File: src/rtl/sd_block_arbiter.sv
// sd_block_arbiter: round-robin sharing of one sd_card_controller block port between NUM_REQ requesters.
// Ports: req/req_op/req_addr/req_wdata per requester in; gnt/byte_stb/done out per requester;
//        rdata broadcast; blk_err flags a failed transaction alongside done;
//        sd_* signals connect to the controller's block-transfer interface.
// Build option: define SD_ARB_FIXED_PRIORITY_EN for lowest-index-wins arbitration (no rr_ptr).
module sd_block_arbiter #(
  parameter int NUM_REQ     = 2,
  parameter int BLOCK_BYTES = 512,
  parameter int ACK_TIMEOUT = 16
) (
  input  logic                  clk,
  input  logic                  rst_n,
  input  logic [NUM_REQ-1:0]    req,
  input  logic [NUM_REQ-1:0]    req_op,
  input  logic [32*NUM_REQ-1:0] req_addr,
  input  logic [8*NUM_REQ-1:0]  req_wdata,
  output logic [NUM_REQ-1:0]    gnt,
  output logic [NUM_REQ-1:0]    byte_stb,
  output logic [7:0]            rdata,
  output logic [NUM_REQ-1:0]    done,
  output logic                  blk_err,
  output logic                  sd_op_code,
  output logic                  sd_execute,
  output logic [31:0]           sd_block_address,
  output logic [7:0]            sd_outgoing_byte,
  input  logic [7:0]            sd_incoming_byte,
  input  logic                  sd_finished_byte,
  input  logic                  sd_finished_block,
  input  logic                  sd_busy
);
  localparam int IW = (NUM_REQ > 1) ? $clog2(NUM_REQ) : 1;
  localparam logic [10:0] BB     = 11'(BLOCK_BYTES);
  localparam logic [15:0] TO_MAX = 16'(ACK_TIMEOUT);
  typedef enum logic [2:0] {IDLE, ISSUE, WAIT_BUSY, TRANSFER, FINISH} state_t;
  state_t state, state_n;
  logic [IW-1:0] win;
  logic [10:0] byte_cnt, byte_cnt_n;
  logic [15:0] to_cnt;
  logic err, err_n, timed_out;
`ifndef SD_ARB_FIXED_PRIORITY_EN
  logic [IW-1:0] rr_ptr;
`endif

  // Scan downwards so the candidate closest to the search start is written last and wins.
  always_comb begin : arb
    int idx;
    win = '0;
    idx = 0;
`ifdef SD_ARB_FIXED_PRIORITY_EN
    for (int k = NUM_REQ - 1; k >= 0; k--)
      if (req[IW'(k)]) win = IW'(k);
`else
    for (int k = NUM_REQ - 1; k >= 0; k--) begin
      idx = (int'(rr_ptr) + k) % NUM_REQ;
      if (req[IW'(idx)]) win = IW'(idx);
    end
`endif
  end

  assign byte_stb  = gnt & {NUM_REQ{sd_finished_byte}};
  assign rdata     = sd_incoming_byte;
  assign timed_out = (state == WAIT_BUSY) && !sd_busy && !sd_finished_block && (to_cnt == TO_MAX);
  assign byte_cnt_n = (state == TRANSFER && sd_finished_byte && byte_cnt != 11'h7ff) ? byte_cnt + 11'd1 : byte_cnt;
  // A byte arriving on the finished_block cycle still counts toward the length check.
  assign err_n = err | timed_out | ((state == TRANSFER) && sd_finished_block && (byte_cnt_n != BB));

  always_comb begin
    sd_outgoing_byte = '0;
    for (int i = 0; i < NUM_REQ; i++)
      if (gnt[i]) sd_outgoing_byte = sd_outgoing_byte | req_wdata[8*i +: 8];
  end

  always_comb begin
    state_n = state;
    case (state)
      IDLE:      state_n = (|req && !sd_busy) ? ISSUE : IDLE;
      ISSUE:     state_n = WAIT_BUSY;
      WAIT_BUSY: state_n = sd_busy ? TRANSFER : (sd_finished_block || timed_out) ? FINISH : WAIT_BUSY;
      TRANSFER:  state_n = sd_finished_block ? FINISH : TRANSFER;
      FINISH:    state_n = IDLE;
      default:   state_n = IDLE;
    endcase
  end

  always_ff @(posedge clk or negedge rst_n)
    if (!rst_n) state <= IDLE;
    else state <= state_n;

  always_ff @(posedge clk or negedge rst_n) begin
    if (!rst_n) begin
      gnt              <= '0;
      done             <= '0;
      blk_err          <= 1'b0;
      sd_execute       <= 1'b0;
      sd_op_code       <= 1'b0;
      sd_block_address <= '0;
      byte_cnt         <= '0;
      to_cnt           <= '0;
      err              <= 1'b0;
`ifndef SD_ARB_FIXED_PRIORITY_EN
      rr_ptr           <= '0;
`endif
    end else begin
      sd_execute <= 1'b0;
      done       <= '0;
      blk_err    <= 1'b0;
      err        <= (state == FINISH) ? 1'b0 : err_n;
      byte_cnt   <= (state == ISSUE) ? '0 : byte_cnt_n;
      to_cnt     <= (state == ISSUE) ? '0 : (state == WAIT_BUSY && state_n == WAIT_BUSY) ? to_cnt + 16'd1 : to_cnt;
      if (state == IDLE && state_n == ISSUE) begin
        gnt              <= NUM_REQ'(1) << win;
        sd_op_code       <= req_op[win];
        sd_block_address <= req_addr[{win, 5'd0} +: 32];
        sd_execute       <= 1'b1;
`ifndef SD_ARB_FIXED_PRIORITY_EN
        rr_ptr           <= (win == IW'(NUM_REQ - 1)) ? '0 : win + 1'b1;
`endif
      end
      // done and blk_err are raised on entry to FINISH so they coincide with the FINISH cycle.
      if (state != FINISH && state_n == FINISH) begin
        done    <= gnt;
        blk_err <= err_n;
      end
      if (state == FINISH) gnt <= '0;
    end
  end
endmodule

File: config.mk
export PLATFORM = sky130hd
export DESIGN_NAME = sd_block_arbiter
export DESIGN_NICKNAME = d
export VERILOG_FILES = /design/src/rtl/sd_block_arbiter.sv
export SDC_FILE = /design/constraint.sdc
export NUM_CORES = 1
export LEC_CHECK = 0
export CAP_MARGIN = 20
export CORE_MARGIN = 5
export CORE_UTILIZATION = 35
export CTS_CLUSTER_DIAMETER = 60
export CTS_CLUSTER_SIZE = 30
export DETAILED_ROUTE_END_ITERATION = 10
export PLACE_DENSITY_LB_ADDON = 0.12
export SYNTH_ARGS = -nofsm -noshare
export SYNTH_HDL_FRONTEND = slang
export SYNTH_SLANG_ARGS = --single-unit
File: constraint.sdc
create_clock -name clk -period 1.7 [get_ports clk]
set_input_delay 0.34 -clock clk [delete_from_list [all_inputs] [get_ports clk]]
set_output_delay 0.34 -clock clk [all_outputs]
set_load 0.01 [all_outputs]
==> results by group <==
Global route
  • GR met1 Demand/Resource: 21.0%
  • Global routing's busiest layer: met2
  • Number of antenna violations at the first check in global routing: 0
  • Maximum number of pins on one net before global-route repair: 32
  • Met3 track utilization from global routing: 6.53%
  • Wire length of the first global-routing pass: 17.9 mm
  • Remaining Overflow, GRT: 0
  • Overall fraction of global-route tracks in use: 17.1%
  • Number of global-route vias before repair: 3685
  • Global Route met2 Usage: 28.0%

STA
  • Fmax achieved: 0.535 GHz
  • Worst Max-Slew Pin Slew: 0.342 ns
  • Tightest slew margin relative to the limit: 77.0%
  • Post-Route Hold Slack: 0.442 ns
  • Final setup violation count: 18
  • Final Hold Vio Count: 0
  • Worst clock skew: 0.0153 ns
  • Part of the cycle the worst path needs: 110%
  • Shortest period the worst path allows: 1.87 ns
  • Setup WS post-layout: -0.170 ns
  • Max Transition Viols Final: 0
  • RSZ-0062 raised after global routing: yes

Placement
  • GP Congestion: 0.811
  • Worst setup slack before clock tree synthesis: -0.545 ns
  • Post-placement cell area: 0.00581 mm2
  • Total half-perimeter wirelength after legalization and detailed placement: 8.24 mm
  • Count of input and output buffers: 137

Routing
  • Average wire length per cell after detail routing: 14.9 um
  • Via/cell ratio: 4.76
  • Post-route antenna net violation count: 0
  • Detailed Route WL: 10.7 mm
  • Remaining routing DRC violations: 0
  • Router iterations before antenna repair: 4
  • Number of DRC markers in iteration 0: 90
  • Vias: 3420

Synth
  • Area share of the largest cell type after synthesis: 47.1%
  • #FFs+latches synth: 71
  • Mapped Avg Cell Area: 10.0 um2
  • Cells taking the most area after synthesis: dfrtp_1 47%, mux2i_1 9.8%, o21ai_0 5.3%, nand2_1 4.7%, xnor2_1 3.3%
  • Post-Syn Nets: 477
  • Dominant cell type by area after synthesis: dfrtp_1
  • Cell count after synthesis: 377
  • Cell area after technology mapping: 0.00377 mm2
  • Netlist cell types: 49
  • Synth Warn #: 0
  • Fraction of the yosys area taken by sequential cells: 47.1%

Setup path
  • Critical path depth: 7
  • Nature of the critical path endpoint: register
  • Startpoint type of the worst setup path: register
  • Critical path capture point: to_cnt[13]
  • Reg-to-reg setup timing slack: -0.17 ns
  • Worst r2r path cells: 7
  • CP Launch Point: to_cnt[0]
  • Category of cells accounting for the largest share of critical-path delay: simple AND/OR/NAND/NOR gates
  • Capturing point of the worst reg2reg path: to_cnt[13]
  • Peak fanout along the critical path: 8
  • Slowest stage cell, crit path: or3_4
  • Crit Path Category: register to register
  • Max stage delay on crit path: 0.44 ns
  • Critical path cell sequence: inv_1, ha_1, nor4b_4, a41oi_2, nand4_4, or3_4, a21oi_2
  • Buffers & Inverters on Critical Path: 1
  • Worst reg2reg startpoint: to_cnt[0]
  • Endpoint arrival time on the critical path: 2.14 ns
  • Data required time of the worst path: 1.97 ns

Clocking
  • Clock buffers created by TritonCTS: 9
  • Clk sinks: 71
  • Max clock buf depth: 2
  • Clock tree from TritonCTS: built
  • Clk_lat worst skew: 0.34 ns
  • Level count of the clock H-tree: 3
  • Clock transition at the registers of the reported paths: 0.09 ns
  • Root cell of the clock tree: clkbuf_8

Floorplan
  • Width of the die: 114 um
  • DIE HEIGHT: 114 um
  • Placeable core region: 0.0104 mm2
  • Effective utilization at floorplan: 36.2%
  • Boundary Pins: 154
  • Die Footprint: 0.0129 mm2
  • Row count: 37

Finish
  • ANT cells: 0
  • Proportion of layout cells with a drive suffix above 1: 26.9%
  • Number of nets in the finished design: 678
  • Area Overhead vs Synth: 65.6%
  • Post-route standard cell area excluding fillers: 0.00624 mm2

Pwr
  • Worst IR drop on VDD: 601 uV
  • Static Leakage: 2.88 nW
  • Areal power density over the cells: 1210 mW/mm2
  • PnR Total Power: 0.00756 W

Min path
  • Hold/Removal Path Class: primary input to asynchronous set/reset pin

Outcome
  • Violations in the final reports: setup timing
  • Run status: finished, violations left

Flow run
  • Reported max-cap violation count: 0
repair_timing:
item,CTS,global route
hold endpoints to repair,24,0
buffers inserted,11,4
resized for setup,45,27
hold buffers,1,0
setup endpoints to repair,33,50
pin swaps,6,14
layer usage:
| layer | share of wire (%) | routed length [um] |
|---|---|---|
| met5 | 0 | 0 |
| met4 | 1.4 | 150 |
| met3 | 7.7 | 826 |
| met2 | 49 | 5210 |
| met1 | 42 | 4540 |
logic make-up after synthesis:
family / share of synthesized area [%]
XOR/XNOR: 4.65
adder cells (fa/ha/maj): 0.996
buffers and inverters: 4.45
AO/OA/AOI/OAI: 11.5
multiplexers: 10.1
flip-flops: 47.1
AND/OR/NAND/NOR: 21.1
registers in the layout, indices dropped and copies added (netlist names):
register          cells
sd_op_code            1
gnt                   2
done                  2
state                 3
byte_cnt             11
sd_execute            1
blk_err               1
sd_block_address     32
rr_ptr                1
to_cnt               16
err                   1
synthesized netlist by cell type, drive strengths merged:
cell type  instances
a211oi             1
a21boi             1
a21o               1
a21oi              9
a22o               8
a22oi              1
a31o               1
a31oi              2
a41oi              2
and2               8
and3               3
and4               6
and4b              1
buf               12
clkbuf            15
dfrtp             71
ha                 3
inv                7
mux2               1
mux2i             37
nand2             47
nand2b             1
nand3              7
nand4              7
nand4b             1
nor2              30
nor2b              2
nor3               8
nor3b              2
nor4               7
nor4b              3
o211ai             3
o21ai             41
o22ai              1
or3                7
xnor2             14
xor2               6
area by class of cell:
class | instances | area (um2)
fill | 938 | 4170
multi-input combinational | 272 | 2040
timing repair buffer | 217 | 2000
sequential | 71 | 1780
tap | 136 | 170
clock buffer | 10 | 128
clock inverter | 6 | 92.6
inverter | 7 | 26.3
layout by cell type (no fill, tap or decap), types with 3 or more instances in the layout:
| cell type | instances |
|---|---|
| xor2_1 | 6 |
| mux2i_1 | 37 |
| or3_1 | 4 |
| dfrtp_2 | 5 |
| buf_12 | 5 |
| or3_4 | 3 |
| xnor2_1 | 13 |
| and2_1 | 6 |
| a22o_1 | 8 |
| nand3_1 | 5 |
| nor3_2 | 3 |
| nor4_2 | 4 |
| nand2_1 | 45 |
| and4_1 | 5 |
| nor3_1 | 3 |
| o21ai_0 | 38 |
| a21oi_2 | 4 |
| nor2_1 | 27 |
| clkdlybuf4s50_1 | 123 |
| buf_6 | 3 |
| clkbuf_8 | 9 |
| buf_2 | 9 |
| dlygate4sd2_1 | 4 |
| dfrtp_1 | 66 |
| nand4_1 | 5 |
| inv_1 | 7 |
| buf_4 | 71 |
| a21oi_1 | 4 |
power by group:
group          internal [W]  switching (W)  leakage (nW)
clock network      0.000835       0.000682         0.103
logic               0.00193        0.00161          1.86
registers           0.00219       0.000321         0.923
total               0.00495        0.00261          2.88
how the worst min path moves through the flow:
stage	endpoint
2_1_floorplan	blk_err
3_3_place_gp	to_cnt[0]
3_5_place_dp	to_cnt[0]
4_1_cts	byte_cnt[1]
5_1_grt	byte_cnt[5]
6_report	byte_cnt[5]
metrics by stage:
step	std cells	util [%]	TNS [ns]
2_1_floorplan	377	-	-0.00350
3_3_place_gp	687	55.7	-18.73
3_5_place_dp	687	55.7	-18.55
4_1_cts	715	58.6	-1.83
5_1_grt	719	59.9	-4.73
6_report	719	59.9	-1.69
(Power assumes the default switching activity.)
